===== config.mk =====
export PLATFORM = sky130hd
export DESIGN_NAME = bus_xcvr_ctrl
export DESIGN_NICKNAME = d
export VERILOG_FILES = /design/src/rtl/bus_xcvr_ctrl.sv
export SDC_FILE = /design/constraint.sdc
export NUM_CORES = 1
export LEC_CHECK = 0
export CAP_MARGIN = 20
export CORE_AREA = 2 2 60 45
export CTS_CLUSTER_DIAMETER = 150
export DETAILED_ROUTE_END_ITERATION = 8
export DIE_AREA = 0 0 62 47
export PLACE_DENSITY = 0.65
export RECOVER_POWER = 25
export SETUP_SLACK_MARGIN = 0.2
export SLEW_MARGIN = 0
export SYNTH_ARGS = -nofsm -noshare
export SYNTH_HDL_FRONTEND = slang
export SYNTH_SLANG_ARGS = --single-unit

===== constraint.sdc =====
create_clock -name clk -period 2.19 [get_ports clk]
set_input_delay 0.438 -clock clk [delete_from_list [all_inputs] [get_ports clk]]
set_output_delay 0.438 -clock clk [all_outputs]
set_load 0.01 [all_outputs]

===== src/rtl/bus_xcvr_ctrl.sv =====
// Bus transceiver controller: round-robin arbitration between two requesters, turnaround,
// setup and active phases for an external transceiver. Optional timeout: BUS_XCVR_CTRL_TIMEOUT_EN.
module bus_xcvr_ctrl #(
  parameter int unsigned SETUP_CYC      = 1,
  parameter int unsigned MIN_ACTIVE_CYC = 2,
  parameter int unsigned TURN_CYC       = 1,
  parameter int unsigned TIMEOUT_CYC    = 255
) (
  input  logic       clk,
  input  logic       rst_n,
  input  logic [1:0] req,
  input  logic [1:0] dir,
  input  logic       ext_rdy,
  output logic       xcvr_cs_n,
  output logic       xcvr_dce,
  output logic [1:0] gnt,
  output logic [1:0] ack,
  output logic       err,
  output logic       busy
);

  typedef enum logic [2:0] {
    S_IDLE,
    S_TURN,
    S_SETUP,
    S_ACTIVE,
    S_DONE
  } state_t;

`ifdef BUS_XCVR_CTRL_TIMEOUT_EN
  localparam int unsigned CW = 8;
`else
  localparam int unsigned CW = 4;
`endif

  localparam logic [CW-1:0] SETUP_N  = CW'(SETUP_CYC);
  localparam logic [CW-1:0] MIN_N    = CW'(MIN_ACTIVE_CYC);
  localparam logic [CW-1:0] TURN_N   = CW'(TURN_CYC);

  if (SETUP_CYC < 1 || SETUP_CYC > 15 || MIN_ACTIVE_CYC < 1 || MIN_ACTIVE_CYC > 15 ||
      TURN_CYC < 1 || TURN_CYC > 15 || TIMEOUT_CYC < 1 || TIMEOUT_CYC > 255) begin : g_param_check
    $error("bus_xcvr_ctrl: timing parameter out of range");
  end

  state_t        state;
  logic [CW-1:0] cnt;
  logic [CW-1:0] cnt_inc;
  logic          last_gnt;
  logic          tgt_dir;
  logic          win;

  // Tie goes to the requester that was not granted last.
  always_comb begin
    win = 1'b0;
    case (req)
      2'b10:   win = 1'b1;
      2'b11:   win = ~last_gnt;
      default: win = 1'b0;
    endcase
  end

  // Counter saturates so a stalled ACTIVE phase never wraps back below MIN_N.
  always_comb begin
    cnt_inc = (cnt == '1) ? cnt : cnt + CW'(1);
  end

`ifdef BUS_XCVR_CTRL_TIMEOUT_EN
  localparam logic [CW-1:0] TO_N = CW'(TIMEOUT_CYC);
  logic err_r;
  assign err = err_r;
`else
  assign err = 1'b0;
`endif

  always_ff @(posedge clk or negedge rst_n) begin
    if (!rst_n) begin
      state     <= S_IDLE;
      cnt       <= '0;
      last_gnt  <= 1'b1;
      tgt_dir   <= 1'b0;
      xcvr_cs_n <= 1'b1;
      xcvr_dce  <= 1'b0;
      gnt       <= '0;
      ack       <= '0;
      busy      <= 1'b0;
`ifdef BUS_XCVR_CTRL_TIMEOUT_EN
      err_r     <= 1'b0;
`endif
    end else begin
      ack <= '0;
`ifdef BUS_XCVR_CTRL_TIMEOUT_EN
      err_r <= 1'b0;
`endif
      case (state)
        S_IDLE: begin
          if (|req) begin
            last_gnt <= win;
            tgt_dir  <= dir[win];
            gnt      <= win ? 2'b10 : 2'b01;
            busy     <= 1'b1;
            cnt      <= CW'(1);
            state    <= (dir[win] != xcvr_dce) ? S_TURN : S_SETUP;
          end
        end
        S_TURN: begin
          if (cnt >= TURN_N) begin
            state    <= S_SETUP;
            xcvr_dce <= tgt_dir;
            cnt      <= CW'(1);
          end else begin
            cnt <= cnt_inc;
          end
        end
        S_SETUP: begin
          if (cnt >= SETUP_N) begin
            state     <= S_ACTIVE;
            xcvr_cs_n <= 1'b0;
            cnt       <= CW'(1);
          end else begin
            cnt <= cnt_inc;
          end
        end
        S_ACTIVE: begin
          if (cnt >= MIN_N && ext_rdy) begin
            state     <= S_DONE;
            xcvr_cs_n <= 1'b1;
            ack       <= gnt;
            cnt       <= '0;
`ifdef BUS_XCVR_CTRL_TIMEOUT_EN
          end else if (cnt >= TO_N) begin
            state     <= S_DONE;
            xcvr_cs_n <= 1'b1;
            ack       <= gnt;
            err_r     <= 1'b1;
            cnt       <= '0;
`endif
          end else begin
            cnt <= cnt_inc;
          end
        end
        S_DONE: begin
          state <= S_IDLE;
          gnt   <= '0;
          busy  <= 1'b0;
          cnt   <= '0;
        end
        default: begin
          state     <= S_IDLE;
          xcvr_cs_n <= 1'b1;
          gnt       <= '0;
          busy      <= 1'b0;
          cnt       <= '0;
        end
      endcase
    end
  end

endmodule


# Word level (Yosys, flattened, before mapping)
# Index checks and enable logic that the tools add are counted.
dict set report totals {
  register_bits 16
  latchBits 0
  mem_bits_rw 0
  rom_bits 0
  in_bits 7
  out_inout_bits 8
  n_memories 0
}
dict set report classes {
  add_sub_neg 1
  n_mul 0
  n_div 0
  order_cmp 3
  eq_ne 12
  shifts 0
  mux 24
  bitwise 3
  n_reduce_logical 11
}
# operator n
set op_table {}
lappend op_table {{4-bit 2-to-1 mux} 4}
lappend op_table {{3-bit 2-to-1 mux} 4}
lappend op_table {{3-bit case mux with 4 select lines} 1}
lappend op_table {{4-bit case mux with 3 select lines} 1}
lappend op_table {{2-bit 2-to-1 mux} 5}
lappend op_table {{2-bit != test, second input constant} 4}
lappend op_table {{3-bit by 2-bit equality test with 1-bit output, second input constant} 2}
lappend op_table {{2-bit AND reduction} 3}
lappend op_table {{3-bit OR reduction} 2}
lappend op_table {{1-bit 2-to-1 mux} 5}
lappend op_table {{4-bit by 1-bit adder with 4-bit output, second input constant} 1}
lappend op_table {{2-bit equality test, second input constant} 2}
lappend op_table {{4-bit equality test, second input constant} 1}
lappend op_table {{4-bit by 1-bit greater-or-equal comparator with 1-bit output, second input constant} 1}
lappend op_table {{4-bit by 2-bit greater-or-equal comparator with 1-bit output, second input constant} 1}
lappend op_table {{1-bit case mux with 2 select lines} 2}
lappend op_table {{2-bit case mux with 2 select lines} 1}
lappend op_table {{4-bit AND reduction} 1}
lappend op_table {{2-bit OR reduction} 2}
lappend op_table {{3-bit by 1-bit equality test with 1-bit output, second input constant} 1}
lappend op_table {{3-bit equality test, second input constant} 1}
lappend op_table {{3-bit logical NOT} 1}
lappend op_table {{1-bit inverter} 3}
lappend op_table {{1-bit case mux with 3 select lines} 1}
lappend op_table {{4 further kinds} 4}

# Longest topological paths before layout
# Gate-level depths: netlist of the first run.
dict set report depth {
  depth_word 8
  mapped_depth 6
}

# Worst setup path before layout of the first run
# Ideal clock, no wire load.
dict set report synth_path {
  kind {register -> register}
  start {reg cnt[1]}
  end {reg cnt[3]}
  setup_time_ns 0.078
  arrival_ns 1.750
  required_ns 2.112
  setup_slack_ns 0.362
  stages_incl_launch_ff 7
  path_buffers 0
  period_less_slack_ns 1.828
  cell_sequence {dfrtp_1 inv_1 ha_1 or4b_4 o32ai_4 a41oi_1 a21oi_1}
}
dict set report synth_via {
  elab_chain_len 4
}
# element line_no
set synth_lines {}
lappend synth_lines {{start, declared} 46} ;# logic [CW-1:0] cnt;
lappend synth_lines {{start signal, assigned} 111} ;# cnt <= cnt_inc;
lappend synth_lines {{start signal, assigned} 120} ;# cnt <= cnt_inc;
lappend synth_lines {{start signal, assigned} 138} ;# cnt <= cnt_inc;
lappend synth_lines {{4-bit by 1-bit adder with 4-bit output, or another cell as far along} 64} ;# cnt_inc = (cnt == '1) ? cnt : cnt + CW'(1);
lappend synth_lines {{4-bit 2-to-1 mux or 1-bit logical AND (tied branches)} {64, 124}}
lappend synth_lines {{4-bit 2-to-1 mux (on tied branches)} {124, 106, 115}}
lappend synth_lines {{4-bit case mux with 3 select lines (*)} 94} ;# case (state)
# Mark *: on every way between the ends. The rest lies on a longest branch, timed or not.
# A chain may end at the register's enable or synchronous reset.

# Final worst setup path of the first run
dict set report layout_path {
  start {reg cnt[0]}
  end {reg cnt[3]}
}
# Same word-level chain as after synthesis.

==> impl_metrics.ini, run 1 <==
[run_status]
outcome = finished, final reports clean

[global_route]
grt_util_all_layers_pct = 15.0
grt_pass1_wl_um = 3070
grt_pass1_vias = 663
antenna_found_initial = 0
grt_max_degree = 17
grt_busiest_layer = met1
grt_use_met2_pct = 21.5
use_met1_pct = 21.5
overflow = 0
met3_usage_pct = 4.96

[die]
die_h_um = 47
die_area_um2 = 2910
die_w_um = 62
ioPinCount = 15
rows = 15
core-area_um2 = 2350
initial_core_util_pct = 39.3

[final_layout]
area_delta_synth_final_pct = 24.2
fillers = 216
register_area_um2 = 405
diodes = 0
drive_gt1_share_pct = 19.6
fin_area_um2 = 1140
multi_input_area_um2 = 477
fin_nets = 125

[logic_synthesis]
synth_area_um2 = 922
synth-warning-count = 0
synth.distinct_cells = 40
synth-compound-area-share_pct = 20.6
yosys.area.top_type = dfrtp_1
synth.top_cell.area_share_pct = 38.0
synth-simple-area-share_pct = 19.0
synth-seq-cells = 16
synth-seq-area-share_pct = 43.7
yosys-top-cells-area = dfrtp_1 (38%), dfstp_2 (5.7%), ha_1 (5.4%)
synth_top_family_by_area = compound AO/OA/AOI/OAI gates
synthXorXnorAreaFrac_pct = 2.85
syn_area_per_cell_um2 = 9.92
synthCells = 93
synthesis.nets = 104
synthAdderAreaFrac_pct = 6.51
synthMuxAreaShare_pct = 2.31

[sta]
finalCriticalPeriod_ns = 1.88
fmax_ghz = 0.532
maxSlewHeadroom_pct = 41.7
rsz0062_at_grt = false
setup_viol = 0
clock_skew_ns = 0.00185
slew_violations = 0
tightest_slew_ns = 0.875
layout_worst_path_cycle_share_pct = 85.9
whs_ns = 0.512
setup_slack_ns = 0.309
fin_setup_tns_ns = 0
hold_viol = 0

[setup_path]
slowest_stage = or4b_4
critPathKind = reg2reg
start_kind = register
crit_fanout = 4
crit_arrival_ns = 2.10
path_buf_inv = 2
crit_path_end_kind = register
critPathMaxStageDelay_ns = 0.48
cp.required_ns = 2.41
cp_cell_sequence = inv_2 -> ha_1 -> or4b_4 -> o32ai_4 -> buf_4 -> a41oi_1 -> a21oi_1
crit_family = simple AND/OR/NAND/NOR gates

[power_and_ir_drop]
p_total_w = 0.00139
peakVddDrop_mv = 0.516
cellPowerDensity_nw_per_um2 = 1220
p_leak_nw = 0.474

[placement]
port_buffers = 13
hpwlAfterDp_um = 1300
dp_worst_setup_slack_ns = 0.0937
dpl_cell_area_um2 = 1090
place.gp.congestion = 0.782

[cts]
path_clk_slew_ns = 0.09
cts_buffers = 3
cts_max_level = 1
cts.sinks = 16
clk_path_buf_depth = 2
holdBufCountCts = 0
worstSkewPairLatency_ns = 0.28
root_buffer = clkbuf_4
cts_tree = done

[drt]
first_iter_violations = 12
vias = 757
detail_route.wl_per_cell_um = 13.1
drt_first_pass_iters = 4
wl_um = 1910
drc_errors = 0
ant_nets = 0
viasPerCell = 5.18

[worst_hold_path]
min_path_type = reg2reg

[job]
drv_cap = 0
[through the flow]
stage,instances,util (%)
2_1_floorplan,93,-
3_3_place_gp,139,46.6
3_5_place_dp,139,46.6
4_1_cts,144,48.2
5_1_grt,146,48.8
6_report,146,48.8
[cell type report]
cell class	count	share of cell area [%]
flip-flops and latches	16	35.4
repair buffers	21	16.3
inverters	3	0.984
multi-input cells	69	41.6
well taps	34	3.72
clock buffers	3	1.97
[synth_stat cells (all sizes together)]
master,count
a211oi,1
a21boi,2
a21oi,8
a22oi,2
a31oi,1
a41oi,1
and2,2
and3,1
buf,3
clkbuf,2
conb,1
dfrtp,14
dfstp,2
ha,4
inv,3
maj3,1
mux2,1
mux2i,1
nand2,6
nand2b,1
nand3,3
nand3b,2
nand4,1
nor2,7
nor3,1
nor3b,2
nor4b,2
o21ai,7
o22a,1
o22ai,1
o31ai,1
o32ai,1
o41a,1
or2,2
or4b,1
xnor2,3
[sequential cells by signal (all words and copies together), names as in the netlist]
| name | cells |
|---|---|
| tgt_dir | 1 |
| gnt | 2 |
| ack | 2 |
| last_gnt | 1 |
| xcvr_dce | 1 |
| xcvr_cs_n | 1 |
| busy | 1 |
| cnt | 4 |
| state | 3 |
[layer usage]
metal | share of wire (%) | up-vias
li1 | - | 378
met1 | 51 | 367
met2 | 45 | 10
met3 | 3.0 | 2
met4 | 0.68 | 0
met5 | 0 | -
[cell usage in the layout, fill, tap and decap left out, drive strengths merged, types with 3 or more instances in the layout]
master          n
dfrtp          14
clkdlybuf4s50  12
a21oi           8
nor2            7
buf             7
o21ai           7
nand2           6
ha              4
clkbuf          4
nand3           3
xnor2           3
inv             3
[report_power, final]
part / switching, W / internal (W)
Clock: 0.0000913 / 0.0000639
Combinational: 0.000307 / 0.000382
Sequential: 0.000137 / 0.000412
[cell families (layout without fill, tap and decap cells)]
family / after synthesis / after routing
multiplexers: 2 / 2
adder cells (fa/ha/maj): 5 / 5
buffers and inverters: 8 / 27
flip-flops: 16 / 16
AND/OR/NAND/NOR: 31 / 31
XOR/XNOR: 3 / 3
other: 1 / 1
AO/OA/AOI/OAI: 27 / 27
[final timing paths]
| path | start | end | slack [ns] | cells past startpoint |
|---|---|---|---|---|
| worst max-delay path | cnt[0] | cnt[3] | 0.31 | 7 |
| worst min-delay path | tgt_dir | xcvr_dce | 0.51 | 1 |
| worst max register to register | cnt[0] | cnt[3] | 0.31 | 7 |
| worst min register to register | tgt_dir | xcvr_dce | 0.51 | 1 |
| max in group asynchronous | rst_n | cnt[0] | 0.82 | 2 |
| min in group asynchronous | rst_n | tgt_dir | 0.78 | 2 |
[what timing repair did]
action / CTS / global route
gates cloned: 0 / 0
endpoints found under the setup margin: 4 / 4
resized for setup: 0 / 3
buffers inserted: 2 / 2
pin swaps: 1 / 0
No activity file was read; power rests on OpenSTA's default activity.
==> run 2: changes to the inputs <==
- clock period: 2.19 -> 2.16 ns (I/O delays scaled with it)
==> run 2 against run 1 <==
Clock-buffer cell count increased by 1. Largest cell class unchanged. Clock power up 30%. Flip-flop and latch count did not move.
==> impl_metrics.ini, run 2 (synthesized netlist as in run 1, its figures left out) <==
[setup_path]
crit_arrival_ns = 2.12
cp.required_ns = 2.34
critPathMaxStageDelay_ns = 0.47
crit_family = simple AND/OR/NAND/NOR gates
slowest_stage = dfrtp_2
crit_fanout = 5
path_buf_inv = 2
critPathKind = reg2reg
crit_path_end_kind = register
cp_cell_sequence = inv_2 -> ha_4 -> or4b_4 -> o32ai_4 -> buf_6 -> nand3b_1 -> o31ai_1
start_kind = register

[sta]
slew_violations = 0
finalCriticalPeriod_ns = 1.94
maxSlewHeadroom_pct = 41.5
layout_worst_path_cycle_share_pct = 89.9
hold_viol = 0
fin_setup_tns_ns = 0
rsz0062_at_grt = true
tightest_slew_ns = 0.878
setup_viol = 0
clock_skew_ns = 0.00541
fmax_ghz = 0.515

[die]
core-area_um2 = 2350
die_w_um = 62
die_area_um2 = 2910
initial_core_util_pct = 39.3
rows = 15
die_h_um = 47
ioPinCount = 15

[global_route]
grt_pass1_vias = 696
grt_pass1_wl_um = 3110
grt_max_degree = 17
grt_util_all_layers_pct = 14.8
antenna_found_initial = 0
overflow = 0

[drt]
detail_route.wl_per_cell_um = 13.4
drt_first_pass_iters = 4
ant_nets = 0
first_iter_violations = 15
viasPerCell = 5.07
drc_errors = 0
vias = 756
wl_um = 1990

[power_and_ir_drop]
p_leak_nw = 0.496
p_comb_share_pct = 50.5
peakVddDrop_mv = 0.731
cellPowerDensity_nw_per_um2 = 1280
seqPwrFrac_pct = 36.4
p_clk_share_pct = 13.0
switching_share_pct = 38.0
p_int_w = 0.000960
p_switching_w = 0.000588

[cts]
cts_max_level = 1
clk_path_buf_depth = 2
path_clk_slew_ns = 0.10
cts.sinks = 16
cts_tree = done
root_buffer = clkbuf_4
worstSkewPairLatency_ns = 0.29
cts_buffers = 3
holdBufCountCts = 0

[final_layout]
drive_gt1_share_pct = 24.3
final_common_cell = dfrtp_1
regMostFlops = cnt
fillers = 222
reg_top3 = cnt: 4 flops, state: 3 flops
area_delta_synth_final_pct = 31.5
largest_reg_flops = 4
final_cell_mix = dfrtp_1 (13), clkdlybuf4s50_1 (12), a21oi_1 (8)
diodes = 0
fin_util_pct = 51.7
fin_nets = 127

[placement]
place.gp.congestion = 0.761
hpwlAfterDp_um = 1330
port_buffers = 13

[worst_hold_path]
min_path_type = reg2reg

[job]
drv_cap = 0

[run_status]
outcome = finished, final reports clean
-- run 2: through the flow --
| step | cells | area (µm²) | total power, W | setup WS (ns) | hold WS [ns] |
|---|---|---|---|---|---|
| 5_1_grt | 149 | 1210 | 0.00166 | 0.154 | 0.537 |
| 6_report | 149 | 1210 | 0.00155 | 0.217 | 0.505 |
| 4_1_cts | 146 | 1150 | 0.00145 | 0.206 | 0.457 |
| 3_3_place_gp | 139 | 1090 | 0.00118 | 0.101 | 0.487 |
| 2_1_floorplan | 93 | 922 | 0.000983 | 0.332 | 0.136 |
| 3_5_place_dp | 139 | 1090 | 0.00120 | 0.0409 | 0.484 |
-- run 2: repair_timing --
action                                  in CTS  in global routing
gates resized for setup                      0                 10
setup buffers                                3                  3
pin swaps                                    1                  4
endpoints found under the hold margin        0                  0
endpoints found under the setup margin       4                  4
-- run 2: power groups by stage --
| stage | Combinational [W] | Clock (W) | Sequential (W) |
|---|---|---|---|
| 6_report | 0.000783 | 0.000202 | 0.000564 |
| 3_5_place_dp | 0.000631 | 0 | 0.000565 |
| 4_1_cts | 0.000687 | 0.000207 | 0.000552 |
| 2_1_floorplan | 0.000466 | 0 | 0.000517 |
| 5_1_grt | 0.000852 | 0.000221 | 0.000586 |
| 3_3_place_gp | 0.000613 | 0 | 0.000562 |
-- run 2: path summary, 6_finish.rpt --
| path | start | to | slack, ns | cells after the start |
|---|---|---|---|---|
| max | cnt[0] | state[0] | 0.22 | 7 |
| min | tgt_dir | xcvr_dce | 0.50 | 1 |
| max reg2reg | cnt[0] | state[0] | 0.22 | 7 |
| min reg2reg | tgt_dir | xcvr_dce | 0.50 | 1 |
| max in group asynchronous | rst_n | cnt[0] | 0.81 | 2 |
| min in group asynchronous | rst_n | state[1] | 0.76 | 2 |
-- run 2: cell type report --
cell class	instances	area [µm²]	share of cell area, %
inverter	3	11.3	0.929
multi-input combinational	69	509	42.0
tap	34	42.5	3.51
timing repair buffer	23	209	17.2
clock buffer	4	36.3	2.99
sequential	16	404	33.3
-- run 2: per-layer routing --
metal	GRT usage, %	routed length (µm)
met1	19.9	1020
met4	3.83	15
met3	4.96	48
met2	23.3	903
met5	0	0
-- run 2: worst register-to-register path: cells and delay by family, from the launching register on --
kind / cells / cell delay [ns]
compound gates: 2 / 0.39
buf+inv: 2 / 0.27
flops: 1 / 0.47
fa+ha+maj: 1 / 0.13
simple gates: 2 / 0.58
==> run 3: changes to the inputs <==
- CORE_AREA: 2 2 60 45 -> 2 2 65 48
- DIE_AREA: 0 0 62 47 -> 0 0 67 50
- PLACE_DENSITY: 0.65 -> 0.58
- SKIP_CTS_REPAIR_TIMING: default -> 1
==> run 3 against run 2 <==
Power grew 3.7%. Non-clock buffer count grew 4. Maximum frequency grew 2.1%. Clock power grew 33%. Via count is the same. Largest power group unchanged. Highest routed layer unchanged.
==> impl_metrics.ini, run 3 (synthesized netlist as in run 1, its figures left out) <==
[final_layout]
fin_nets = 131
diodes = 0
reg_top3 = cnt: 4 flops, state: 3 flops
fin_area_um2 = 1250
final_common_cell = buf_4
area_delta_synth_final_pct = 35.8
final_cell_mix = buf_4 (13), dfrtp_1 (12), clkdlybuf4s50_1 (12)
drive_gt1_share_pct = 28.6
stdcell_count = 155
fillers = 273
regMostFlops = cnt
largest_reg_flops = 4

[sta]
rsz0062_at_grt = false
hold_viol = 0
finalCriticalPeriod_ns = 1.90
clock_skew_ns = 0.00158
setup_viol = 0
layout_worst_path_cycle_share_pct = 88.1
fmax_ghz = 0.526
fin_setup_tns_ns = 0
maxSlewHeadroom_pct = 39.4
slew_violations = 0
setup_slack_ns = 0.258
tightest_slew_ns = 0.908

[drt]
viasPerCell = 4.88
first_iter_violations = 23
vias = 756
wl_um = 2070
drt_first_pass_iters = 4
detail_route.wl_per_cell_um = 13.3
drc_errors = 0
ant_nets = 0

[setup_path]
crit_fanout = 8
crit_family = simple AND/OR/NAND/NOR gates
cp_cell_sequence = inv_2 -> ha_4 -> or4b_4 -> o32ai_4 -> buf_4 -> nand2_1 -> o31ai_2
timing.rr.start = cnt[0]
r2r_cells = 7
path_buf_inv = 2
path_depth = 7
crit_arrival_ns = 2.07
critPathMaxStageDelay_ns = 0.47
slowest_stage = or4b_4
cp.required_ns = 2.33
critPathKind = reg2reg
crit_path_end_kind = register
start_kind = register
crit_start = cnt[0]

[cts]
worstSkewPairLatency_ns = 0.25
clk_path_buf_depth = 2
cts_buffers = 3
cts.sinks = 16
cts_tree = done
root_buffer = clkbuf_8
path_clk_slew_ns = 0.06
cts_max_level = 1

[placement]
dpl_cell_area_um2 = 1100
hpwlAfterDp_um = 1370
port_buffers = 13
place.gp.congestion = 0.760
dp_worst_setup_slack_ns = 0.0649
dp.cells = 142

[die]
die_h_um = 50
die_w_um = 67
die_area_um2 = 3350
rows = 16
core-area_um2 = 2720
initial_core_util_pct = 33.9
ioPinCount = 15

[global_route]
grt_busiest_layer = met1
grt_max_degree = 17
grt_use_met2_pct = 18.6
grt_pass1_wl_um = 3330
use_met1_pct = 19.0
antenna_found_initial = 0
grt_util_all_layers_pct = 13.5
grt_pass1_vias = 693
overflow = 0
met3_usage_pct = 4.79

[job]
drv_cap = 0

[worst_hold_path]
hold_path_depth = 1
worstHoldStart = tgt_dir
min_path_type = reg2reg

[power_and_ir_drop]
cellPowerDensity_nw_per_um2 = 1280
p_total_w = 0.00161
p_leak_nw = 0.520
peakVddDrop_mv = 0.516

[run_status]
outcome = finished, final reports clean
run 3: changes by cell type in the layout (fill, tap and decap cells not counted), sizes merged:
cell | previous run | this run
buf | 9 | 13
run 3: path summary, 6_finish.rpt:
check,end,slack (ns)
hold reg to reg,xcvr_dce,0.51
hold / removal,xcvr_dce,0.51
setup / recovery,state[0],0.26
max in group asynchronous,cnt[0],0.72
setup reg to reg,state[0],0.26
min in group asynchronous,tgt_dir,0.82
run 3: final cells by class:
cell class	instances	area, µm²	area share, %
Timing Repair Buffer	27	231	18.5
Tap cell	36	45.0	3.60
Sequential cell	16	405	32.4
Clock buffer	4	55.1	4.40
Multi-Input combinational cell	69	504	40.3
Inverter	3	11.3	0.899
run 3: where the power goes:
group          total, W  switching [W]  leakage, nW  internal [W]
registers      0.000560       0.000141        0.195      0.000419
logic          0.000779       0.000343        0.296      0.000435
clock network  0.000268       0.000106       0.0288      0.000162
total           0.00161       0.000590        0.520       0.00102
run 3: stage by stage:
stage | util (%) | hold slack, ns
detailed placement | 40.5 | 0.502
CTS | 42.6 | 0.500
floorplan | - | 0.136
global placement | 40.5 | 0.488
finish | 46.0 | 0.506
global route | 46.0 | 0.543
run 3: routing by layer:
layer / wire length [µm] / part of all wire [%] / vias to the layer above
met5: 0 / 0 / -
met4: 11 / 0.53 / 0
met3: 69 / 3.3 / 2
met2: 960 / 46 / 9
met1: 1030 / 50 / 359
li1: - / - / 386
